==> src/rtl/keis_report_pkg.sv <==
// Shared constants for the status report sequencer: FSM state encoding,
// frame layout and the default sync byte.
package keis_report_pkg;

    localparam logic [2:0] ST_IDLE  = 3'd0;
    localparam logic [2:0] ST_SYNC  = 3'd1;
    localparam logic [2:0] ST_STATE = 3'd2;
    localparam logic [2:0] ST_COUNT = 3'd3;
    localparam logic [2:0] ST_CHK   = 3'd4;

    localparam int FRAME_LEN = 4;
    localparam logic [7:0] SYNC_BYTE_DEFAULT = 8'hA5;

    localparam int BYTE_SYNC  = 0;
    localparam int BYTE_STATE = 1;
    localparam int BYTE_COUNT = 2;
    localparam int BYTE_CHK   = 3;

    // Byte states are consecutive; the checksum byte hands back to IDLE.
    function automatic logic [2:0] next_byte_state(input logic [2:0] s);
        if (s == ST_CHK) begin
            return ST_IDLE;
        end
        return s + 3'd1;
    endfunction

endpackage

==> src/rtl/report_period_timer.sv <==
// Free-running report period timer: counts 0..REPORT_PERIOD-1 while enabled
// and pulses tick_o for one cycle at the terminal count.
module report_period_timer #(
    parameter int REPORT_PERIOD = 100000
) (
    input  logic clock_i,
    input  logic reset_i,
    input  logic enable_i,
    output logic tick_o
);

    localparam int CNT_W = $clog2(REPORT_PERIOD);
    localparam logic [CNT_W-1:0] TERMINAL = CNT_W'(REPORT_PERIOD - 1);

    logic [CNT_W-1:0] cnt_q;
    logic [CNT_W-1:0] cnt_d;
    logic             at_terminal;

    assign at_terminal = (cnt_q == TERMINAL);
    assign tick_o      = enable_i && at_terminal;

    always_comb begin
        cnt_d = cnt_q;
        if (!enable_i || at_terminal) begin
            cnt_d = '0;
        end else begin
            cnt_d = cnt_q + 1'b1;
        end
    end

    always_ff @(posedge clock_i) begin
        if (reset_i) begin
            cnt_q <= '0;
        end else begin
            cnt_q <= cnt_d;
        end
    end

endmodule

==> src/rtl/status_report_sequencer.sv <==
// Schedules periodic and forced status reports and streams each one as a
// 4-byte frame (sync, channels, ones count, xor checksum) over valid/ready.
//
// state | meaning
// IDLE  | no frame; waiting for a trigger or a pending request
// SYNC  | presenting the sync byte
// STATE | presenting the channel snapshot
// COUNT | presenting the ones-count snapshot
// CHK   | presenting the checksum; acceptance ends the frame
module status_report_sequencer
    import keis_report_pkg::*;
#(
    parameter int          REPORT_PERIOD  = 100000,
    parameter int          INPUT_FEATURES = 8,
    parameter logic [7:0]  SYNC_BYTE      = SYNC_BYTE_DEFAULT
) (
    input  logic                                  clock_i,
    input  logic                                  reset_i,
    input  logic                                  enable_i,
    input  logic                                  force_i,
    input  logic [INPUT_FEATURES-1:0]             channels_i,
    input  logic [$clog2(INPUT_FEATURES+1)-1:0]   ones_i,
    output logic [7:0]                            tx_data_o,
    output logic                                  tx_valid_o,
    input  logic                                  tx_ready_i,
    output logic                                  busy_o,
    output logic                                  overrun_o,
    output logic [7:0]                            frame_count_o
);

    logic       tick;
    logic       trigger;
    logic       accept;

    logic [2:0] state_q,       state_d;
    logic       pending_q,     pending_d;
    logic       overrun_q,     overrun_d;
    logic [7:0] snap_ch_q,     snap_ch_d;
    logic [7:0] snap_cnt_q,    snap_cnt_d;
    logic [7:0] chk_q,         chk_d;
    logic [7:0] frame_count_q, frame_count_d;
    logic [7:0] tx_data_q,     tx_data_d;
    logic       tx_valid_q,    tx_valid_d;

    report_period_timer #(
        .REPORT_PERIOD (REPORT_PERIOD)
    ) u_timer (
        .clock_i  (clock_i),
        .reset_i  (reset_i),
        .enable_i (enable_i),
        .tick_o   (tick)
    );

    assign trigger = tick | force_i;
    assign accept  = tx_valid_q && tx_ready_i;

    always_comb begin
        state_d       = state_q;
        pending_d     = pending_q;
        overrun_d     = overrun_q;
        snap_ch_d     = snap_ch_q;
        snap_cnt_d    = snap_cnt_q;
        chk_d         = chk_q;
        frame_count_d = frame_count_q;

        if (state_q == ST_IDLE) begin
            if (trigger || pending_q) begin
                state_d    = ST_SYNC;
                pending_d  = 1'b0;
                snap_ch_d  = 8'(channels_i);
                snap_cnt_d = 8'(ones_i);
                chk_d      = SYNC_BYTE ^ snap_ch_d ^ snap_cnt_d;
            end
        end else begin
            if (accept) begin
                state_d = next_byte_state(state_q);
                if (state_q == ST_CHK) begin
                    frame_count_d = frame_count_q + 8'd1;
                end
            end
            // Only one request can queue behind a frame; a second is lost.
            if (trigger) begin
                if (pending_q) begin
                    overrun_d = 1'b1;
                end else begin
                    pending_d = 1'b1;
                end
            end
        end
    end

    // Byte outputs are registered from the next state so they line up with it.
    always_comb begin
        tx_valid_d = (state_d != ST_IDLE);
        case (state_d)
            ST_SYNC:  tx_data_d = SYNC_BYTE;
            ST_STATE: tx_data_d = snap_ch_d;
            ST_COUNT: tx_data_d = snap_cnt_d;
            ST_CHK:   tx_data_d = chk_d;
            default:  tx_data_d = 8'h00;
        endcase
    end

    always_ff @(posedge clock_i) begin
        if (reset_i) begin
            state_q       <= ST_IDLE;
            pending_q     <= 1'b0;
            overrun_q     <= 1'b0;
            snap_ch_q     <= 8'h00;
            snap_cnt_q    <= 8'h00;
            chk_q         <= 8'h00;
            frame_count_q <= 8'h00;
            tx_data_q     <= 8'h00;
            tx_valid_q    <= 1'b0;
        end else begin
            state_q       <= state_d;
            pending_q     <= pending_d;
            overrun_q     <= overrun_d;
            snap_ch_q     <= snap_ch_d;
            snap_cnt_q    <= snap_cnt_d;
            chk_q         <= chk_d;
            frame_count_q <= frame_count_d;
            tx_data_q     <= tx_data_d;
            tx_valid_q    <= tx_valid_d;
        end
    end

    assign tx_data_o     = tx_data_q;
    assign tx_valid_o    = tx_valid_q;
    assign busy_o        = (state_q != ST_IDLE);
    assign overrun_o     = overrun_q;
    assign frame_count_o = frame_count_q;

endmodule

==> config.mk <==
export PLATFORM = sky130hd
export DESIGN_NAME = status_report_sequencer
export DESIGN_NICKNAME = d
export VERILOG_FILES = /design/src/rtl/keis_report_pkg.sv /design/src/rtl/report_period_timer.sv /design/src/rtl/status_report_sequencer.sv
export SDC_FILE = /design/constraint.sdc
export NUM_CORES = 1
export LEC_CHECK = 0
export ABC_AREA = 1
export BUFFER_PORTS_ARGS = -buffer_cell sky130_fd_sc_hd__buf_4
export CORE_ASPECT_RATIO = 0.6
export CORE_MARGIN = 4
export CORE_UTILIZATION = 55
export DETAILED_ROUTE_END_ITERATION = 7
export GPL_TIMING_DRIVEN = 0
export MAX_ROUTING_LAYER = met4
export PLACE_DENSITY = 0.87
export SETUP_SLACK_MARGIN = 0.15
export SYNTH_ARGS = -nofsm -noshare
export SYNTH_HDL_FRONTEND = slang
export SYNTH_SLANG_ARGS = --single-unit
==> constraint.sdc <==
create_clock -name clock_i -period 3.95 [get_ports clock_i]
set_input_delay 0.395 -clock clock_i [delete_from_list [all_inputs] [get_ports clock_i]]
set_output_delay 0.395 -clock clock_i [all_outputs]
set_load 0.01 [all_outputs]
======== Yosys cells after proc, flatten, opt, wreduce, memory -nomap -nowiden ========
Index checks and enable logic that the tools add are counted.
word-level totals
  flip-flop bits (word level) ............. 63
  bits of input ports ..................... 17
  output and inout port bits .............. 19
  word-level logic and storage cells ...... 55
operators by class
  add/subtract/negate cells ............... 3
  equality and inequality tests ........... 7
  mux-type cells .......................... 18
  bitwise logic cells ..................... 4
  reduce and logical (&&, ||, !) cells .... 13
operators with widths
  operator                                              number
  2-to-1 mux 8 bit                                      6
  one-hot mux 8 bit (4 select lines)                    1
  adder 17 x 1 -> 17 bit (second input constant)        1
  equality test 17 bit (second input constant)          1
  2-to-1 mux 3 bit                                      5
  adder 8 x 1 -> 8 bit (second input constant)          1
  XOR 8 x 4 -> 8 bit                                    1
  equality test 3 x 2 -> 1 bit (second input constant)  2
  equality test 3 bit (second input constant)           2
  2-to-1 mux 1 bit                                      6
  AND reduction 3 bit                                   2
  nonzero test 3 bit                                    2
  NOT 4 bit                                             1
  adder 3 x 1 -> 3 bit (second input constant)          1
  equality test 3 x 1 -> 1 bit (second input constant)  1
  logical NOT 3 bit                                     1
  logical AND 1 bit                                     2
  logical OR 1 bit                                      2
  != test 2 x 1 -> 1 bit (second input constant)        1
  AND reduction 2 bit                                   1
  nonzero test 2 bit                                    1
  OR reduction 2 bit                                    1
  logical NOT 1 bit                                     1
  NOT 1 bit                                             1
  bitwise OR 1 bit                                      1

======== Depth between registers and ports, before layout ========
  depth after elaboration ................. 9
  gate-level depth with buffers ........... 16
  depth with buffers taken out ............ 15

======== Cells and area by module ========
Synthesis repeated with hierarchy kept, for this count alone.
second synthesis, totals
  cell total of the unflattened synthesis .. 443
  area total of the unflattened synthesis .. 3096.7 µm²
modules (own cells, without submodules)
  module                   instances  cells an instance  area each (µm²)  sequential area each (µm²)
  status_report_sequencer  1          308                2184.6           920.9
  report_period_timer      1          135                912.1            340.3

======== Least setup slack after synthesis ========
Ideal clock, no wire load.
  path type ............................... register to register
  start point ............................. reg u_timer.cnt_q[0]
  end point ............................... reg tx_data_q[0], in the netlist tx_data_o[0]
  setup time .............................. 0.128 ns
  arrival time ............................ 1.623 ns
  data required time ...................... 3.822 ns
  path slack .............................. 2.200 ns
  stages on the path, launching flop included .. 16
  buffers on the path ..................... 1
  period minus slack after synthesis ...... 1.750 ns
  path through ............................ dfxtp_1 -> ha_1 -> nand2_1 -> nor2_2 -> nand2_1 -> nor2_1 -> nand3_2 -> nand3_4 -> nand2_4 -> nand2_4 -> buf_6 -> inv_2 -> nand3_1 -> nand2_1 -> nor2_1 -> nor2_1
on the way
  cells in the longest elaborated chain, start to end .. 8
  elaborated cells between the ends (all ways) .. 17
  classes of those cells .................. eq/ne: 5; mux: 9; bitwise: 1; reduce/logical: 2
ends and longest elaborated chain
  element                                            RTL line                        source
  start, declared                                    report_period_timer.sv:15       logic [CNT_W-1:0] cnt_q;
  start signal, assigned                             report_period_timer.sv:35       cnt_q <= cnt_d;
  equality test 17 bit (*)                           report_period_timer.sv:19       assign at_terminal = (cnt_q == TERMINAL);
  logical AND 1 bit (*)                              report_period_timer.sv:20       assign tick_o = enable_i && at_terminal;
  bitwise OR 1 bit (*)                               status_report_sequencer.sv:54   assign trigger = tick | force_i;
  logical OR 1 bit (*)                               status_report_sequencer.sv:67   if (trigger || pending_q) begin
  2-to-1 mux 3 bit                                   status_report_sequencer.sv:67
  2-to-1 mux 3 bit                                   status_report_sequencer.sv:66   if (state_q == ST_IDLE) begin
  equality test 3 bit, or another cell as far along  status_report_sequencer.sv:95   case (state_d)
  one-hot mux 8 bit (4 select lines) (*)             status_report_sequencer.sv:95
  end signal, assigned                               status_report_sequencer.sv:123  tx_data_q <= tx_data_d;
  end, declared                                      status_report_sequencer.sv:42   logic [7:0] tx_data_q, tx_data_d;
Mark *: on every way between the ends. The rest lies on a longest branch, timed or not.
A chain may end at the register's enable or synchronous reset.

======== Final worst setup path ========
  start point ............................. reg state_q[1]
  end point ............................... reg tx_data_q[5], in the netlist tx_data_o[5]
on the way
  cells in the longest elaborated chain, start to end .. 9
  elaborated cells between the ends (all ways) .. 18
  classes of those cells .................. add/sub: 1; eq/ne: 5; mux: 11; reduce/logical: 1
ends and longest elaborated chain
  element                                            RTL line                        source
  start, declared                                    status_report_sequencer.sv:35   logic [2:0] state_q, state_d;
  start signal, assigned                             status_report_sequencer.sv:116  state_q <= state_d;
  equality test 3 bit                                keis_report_pkg.sv:21           if (s == ST_CHK) begin
  2-to-1 mux 1 bit                                   keis_report_pkg.sv:21
  2-to-1 mux 1 bit                                   status_report_sequencer.sv:75   if (accept) begin
  2-to-1 mux 1 bit                                   status_report_sequencer.sv:66
  2-to-1 mux 3 bit                                   keis_report_pkg.sv:24           return s + 3'd1;
  2-to-1 mux 3 bit                                   status_report_sequencer.sv:75
  2-to-1 mux 3 bit                                   status_report_sequencer.sv:66
  equality test 3 bit, or another cell as far along  status_report_sequencer.sv:95
  one-hot mux 8 bit (4 select lines) (*)             status_report_sequencer.sv:95
Mark *: on every way between the ends. The rest lies on a longest branch, timed or not. The select of a mux whose other input is x is not followed.

==> flow_results.org <==
** Clocking
- Buffers inserted during clock tree synthesis total 9.
- Clock Sinks :: 63
- Buffers inserted to repair hold after CTS numbered 0.
- The clock passes through at most 2 buffers.
- Post-CTS setup-driven buffer insertion count :: 0
- CTS tree :: built
- CTS H-tree depth :: 3
- Resized cells post-CTS :: 0
- Clock latency on the worst-skew pair, taken at its later pin, is 350 ps.
- Post-CTS clock slew at the launch and capture registers of the worst setup and hold paths :: 60 ps
- CTS placed an instance of sky130_fd_sc_hd__clkbuf_8 at the clock tree root.

** Route
- Post-detailed-routing wire length :: 6.86 mm
- DR vias :: 2766
- After the first detailed-routing iteration, the DRC count stood at 189.
- Detailed-route vias per instance :: 5.25
- Detailed-route wire length per cell :: 13.0 um
- Detailed-route DRC error count :: 0
- Final antenna-violating net count :: 0
- Drt first pass iters :: 6

** STA
- Total Neg Setup Slack :: 0 ps
- The number of slew-limit violations in the final report came to 0.
- Worst relative slew slack :: 0.595
- Setup violations remaining at the end of the flow were counted as 0.
- Part of the cycle the worst path needs :: 0.577
- Least-Margin Pin Slew :: 608 ps
- Clock tree skew after final layout :: 10.8 ps
- Achievable clock frequency :: 0.439 GHz
- Unrepaired setup endpoints after global routing :: false
- The hold violation total from the final report was 0.
- Post-layout minimum cycle time :: 2280 ps

** Finish
- Nets :: 479
- For this run, the share of the core covered by cells in the final layout is 0.677.
- Fraction of final layout cells sized beyond drive strength 1 :: 0.167
- The library cell used most frequently in the layout, excluding fill and tap cells, is sky130_fd_sc_hd__nand2_1.
- Summing all non-filler instances in the final layout gives an area of 3470 um^2.
- Relative to the synthesized area, the layout overhead comes to 17.7%.
- Leaving out fill and tap cells, the most frequent cells in the layout are 88 x sky130_fd_sc_hd__nand2_1, 63 x sky130_fd_sc_hd__dfxtp_1, 62 x sky130_fd_sc_hd__inv_1.
- The number of antenna diodes in the final layout is 0.

** Placement
- Area post-placement :: 3290 um^2
- At the end of routability-driven placement, the weighted congestion stood at 0.885.
- Post-detailed-placement half-perimeter wirelength :: 5.03 mm
- Quantity of I/O buffers inserted on ports :: 34

** Synth
- The number of nets in the synthesized netlist is 434.
- Avg Inst Size Synth :: 7.14 um^2
- Post-Synthesis Cells :: 413
- Sequential cell area fraction in the yosys report :: 0.427
- Synthesis inferred 63 register bits.
- After synthesis the cells add up to 2950 um^2.
- The share of synthesized area in the top cell type comes to 0.427.
- Cell type with the largest total area after synthesis :: sky130_fd_sc_hd__dfxtp_1
- During synthesis, Yosys emitted a total of 0 warnings.
- Number of different library cells in the post-synthesis netlist :: 32
- Sorting the synthesized cells by area gives the leading types as sky130_fd_sc_hd__dfxtp_1 43%, sky130_fd_sc_hd__nand2_1 11%, sky130_fd_sc_hd__inv_1 7.9%.

** Floorplan
- In this run the core area contains 20 standard-cell rows.
- Starting density of the core :: 0.575
- Pin placement for this block handled 36 I/O pins.
- Core region area :: 5130 um^2
- Die width :: 103 um
- The die covers 6640 um^2.
- The die is 64.7 um tall.

** Critical path
- CP top delay family :: simple AND/OR/NAND/NOR gates
- Delay of the slowest critical-path stage :: 440 ps
- For the worst setup path, the data arrival time is 2560 ps.
- Cell with the biggest individual delay on the critical path :: sky130_fd_sc_hd__a21oi_2
- Category of the most critical setup path :: register to register
- Critical Path RT :: 4230 ps
- The worst setup path is launched from a register.
- By instance count, the cell type seen most on the critical path is sky130_fd_sc_hd__nor2_1.
- Worst Setup End Kind :: register
- Of all nets on the critical path, the largest fanout is 10.
- The signal on the critical path passes through inv_1 -> ha_1 -> inv_1 -> nor2_4 -> inv_2 -> nor2_1 -> nand4_1 -> a21oi_2 -> nand3_1 -> nand2_1 -> nor2_1 -> nor2_1.
- Buf+Inv Stages, Crit Path :: 3

** Global route
- For this run, the total global-route usage over all layers was measured as 0.230.
- Global-route met3 utilization :: 0.0968
- Pin count of the biggest net entering global routing :: 11
- The global routing stage identified its most utilized layer as met2.
- Number of antenna violations at the first check in global routing :: 0
- Global routing usage on met2 :: 0.331
- Via count of the first global-routing pass :: 2489
- For met1 alone, demand over resource in global routing was 0.297.
- The first global-routing pass estimated 11.3 mm of wire.
- Overall overflow remaining after global route :: 0

** Power and ir drop
- Leakage power figure :: 1.66 nW
- Total power divided by cell area :: 422 nW/um^2
- Max rail drop VDD :: 0.000260 V

** Hold path
- Hold/Removal Path Class :: input pin to register

** Outcome
- Outcome :: completed

** Flow run
- The tool flagged a number of max-cap violations equal to 0.
[cell families after synthesis]
logic type | synth area share
xor+xnor | 0.0267
compound gates | 0.0712
buf+inv | 0.111
simple gates | 0.347
fa+ha+maj | 0.0170
flops | 0.427
[per-stage QoR]
stage | power [W] | hold slack, ps | setup WS (ps) | cells
2_1_floorplan | 0.000862 | 418 | 2200 | 413
3_3_place_gp | 0.000930 | 431 | 1870 | 513
3_5_place_dp | 0.000938 | 436 | 1770 | 513
4_1_cts | 0.00148 | 331 | 1710 | 527
5_1_grt | 0.00154 | 351 | 1480 | 527
6_report | 0.00147 | 343 | 1670 | 527
[area by class of cell]
class	instances	area (um^2)
buffer	11	75.1
timing repair buffer	34	255
inverter	67	251
multi-input combinational	272	1360
clock inverter	4	47.5
tap	66	82.6
fill	430	1660
sequential	63	1260
clock buffer	10	138
[state kept, by name, summed over array words and instances, names as in the netlist, 3 cells and up]
| name | count |
|---|---|
| u_timer.cnt_q | 17 |
| chk_q | 8 |
| frame_count_o | 8 |
| snap_ch_q | 8 |
| snap_cnt_q | 8 |
| tx_data_o | 8 |
| state_q | 3 |
[synth_stat cells, drive strengths merged]
library cell and instances:
buf 5, xor2 7, dfxtp 63, inv 67
o211ai 1, nor4 1, clkbuf 6, nand2 91
a31oi 1, o21a 2, xnor2 2, nand3b 3
nand3 47, nor2 58, ha 4, or2 2
a21oi 25, nand4 3, nor3b 3, o21ai 9
nor3 12, a21o 1
[final timing paths]
check	from	to	slack [ps]	cells after the start
max	state_q[1]	tx_data_o[5]	1670	12
min reg2reg	snap_cnt_q[4]	snap_cnt_q[4]	450	2
max reg2reg	state_q[1]	tx_data_o[5]	1670	12
min	channels_i[1]	snap_ch_q[1]	340	3
[metal layers]
| layer | up-vias | wire [um] |
|---|---|---|
| met2 | 119 | 2900 |
| met5 | - | 0 |
| li1 | 1383 | - |
| met4 | 0 | 121 |
| met1 | 1243 | 3190 |
| met3 | 21 | 641 |
[where the power goes]
group	internal, W	switching [W]
clock	0.000299	0.000239
sequential	0.000670	0.0000106
combinational	0.0000897	0.000158
[worst reg2reg max path: stages (launching register included)]
cell and delay [ps]:
sky130_fd_sc_hd__dfxtp_1 310, sky130_fd_sc_hd__inv_1 90, sky130_fd_sc_hd__ha_1 180, sky130_fd_sc_hd__inv_1 80, sky130_fd_sc_hd__nor2_4 220, sky130_fd_sc_hd__inv_2 110
sky130_fd_sc_hd__nor2_1 150, sky130_fd_sc_hd__nand4_1 200, sky130_fd_sc_hd__a21oi_2 440, sky130_fd_sc_hd__nand3_1 190, sky130_fd_sc_hd__nand2_1 120, sky130_fd_sc_hd__nor2_1 50
sky130_fd_sc_hd__nor2_1 70
Power figures use the tool's default switching activity.
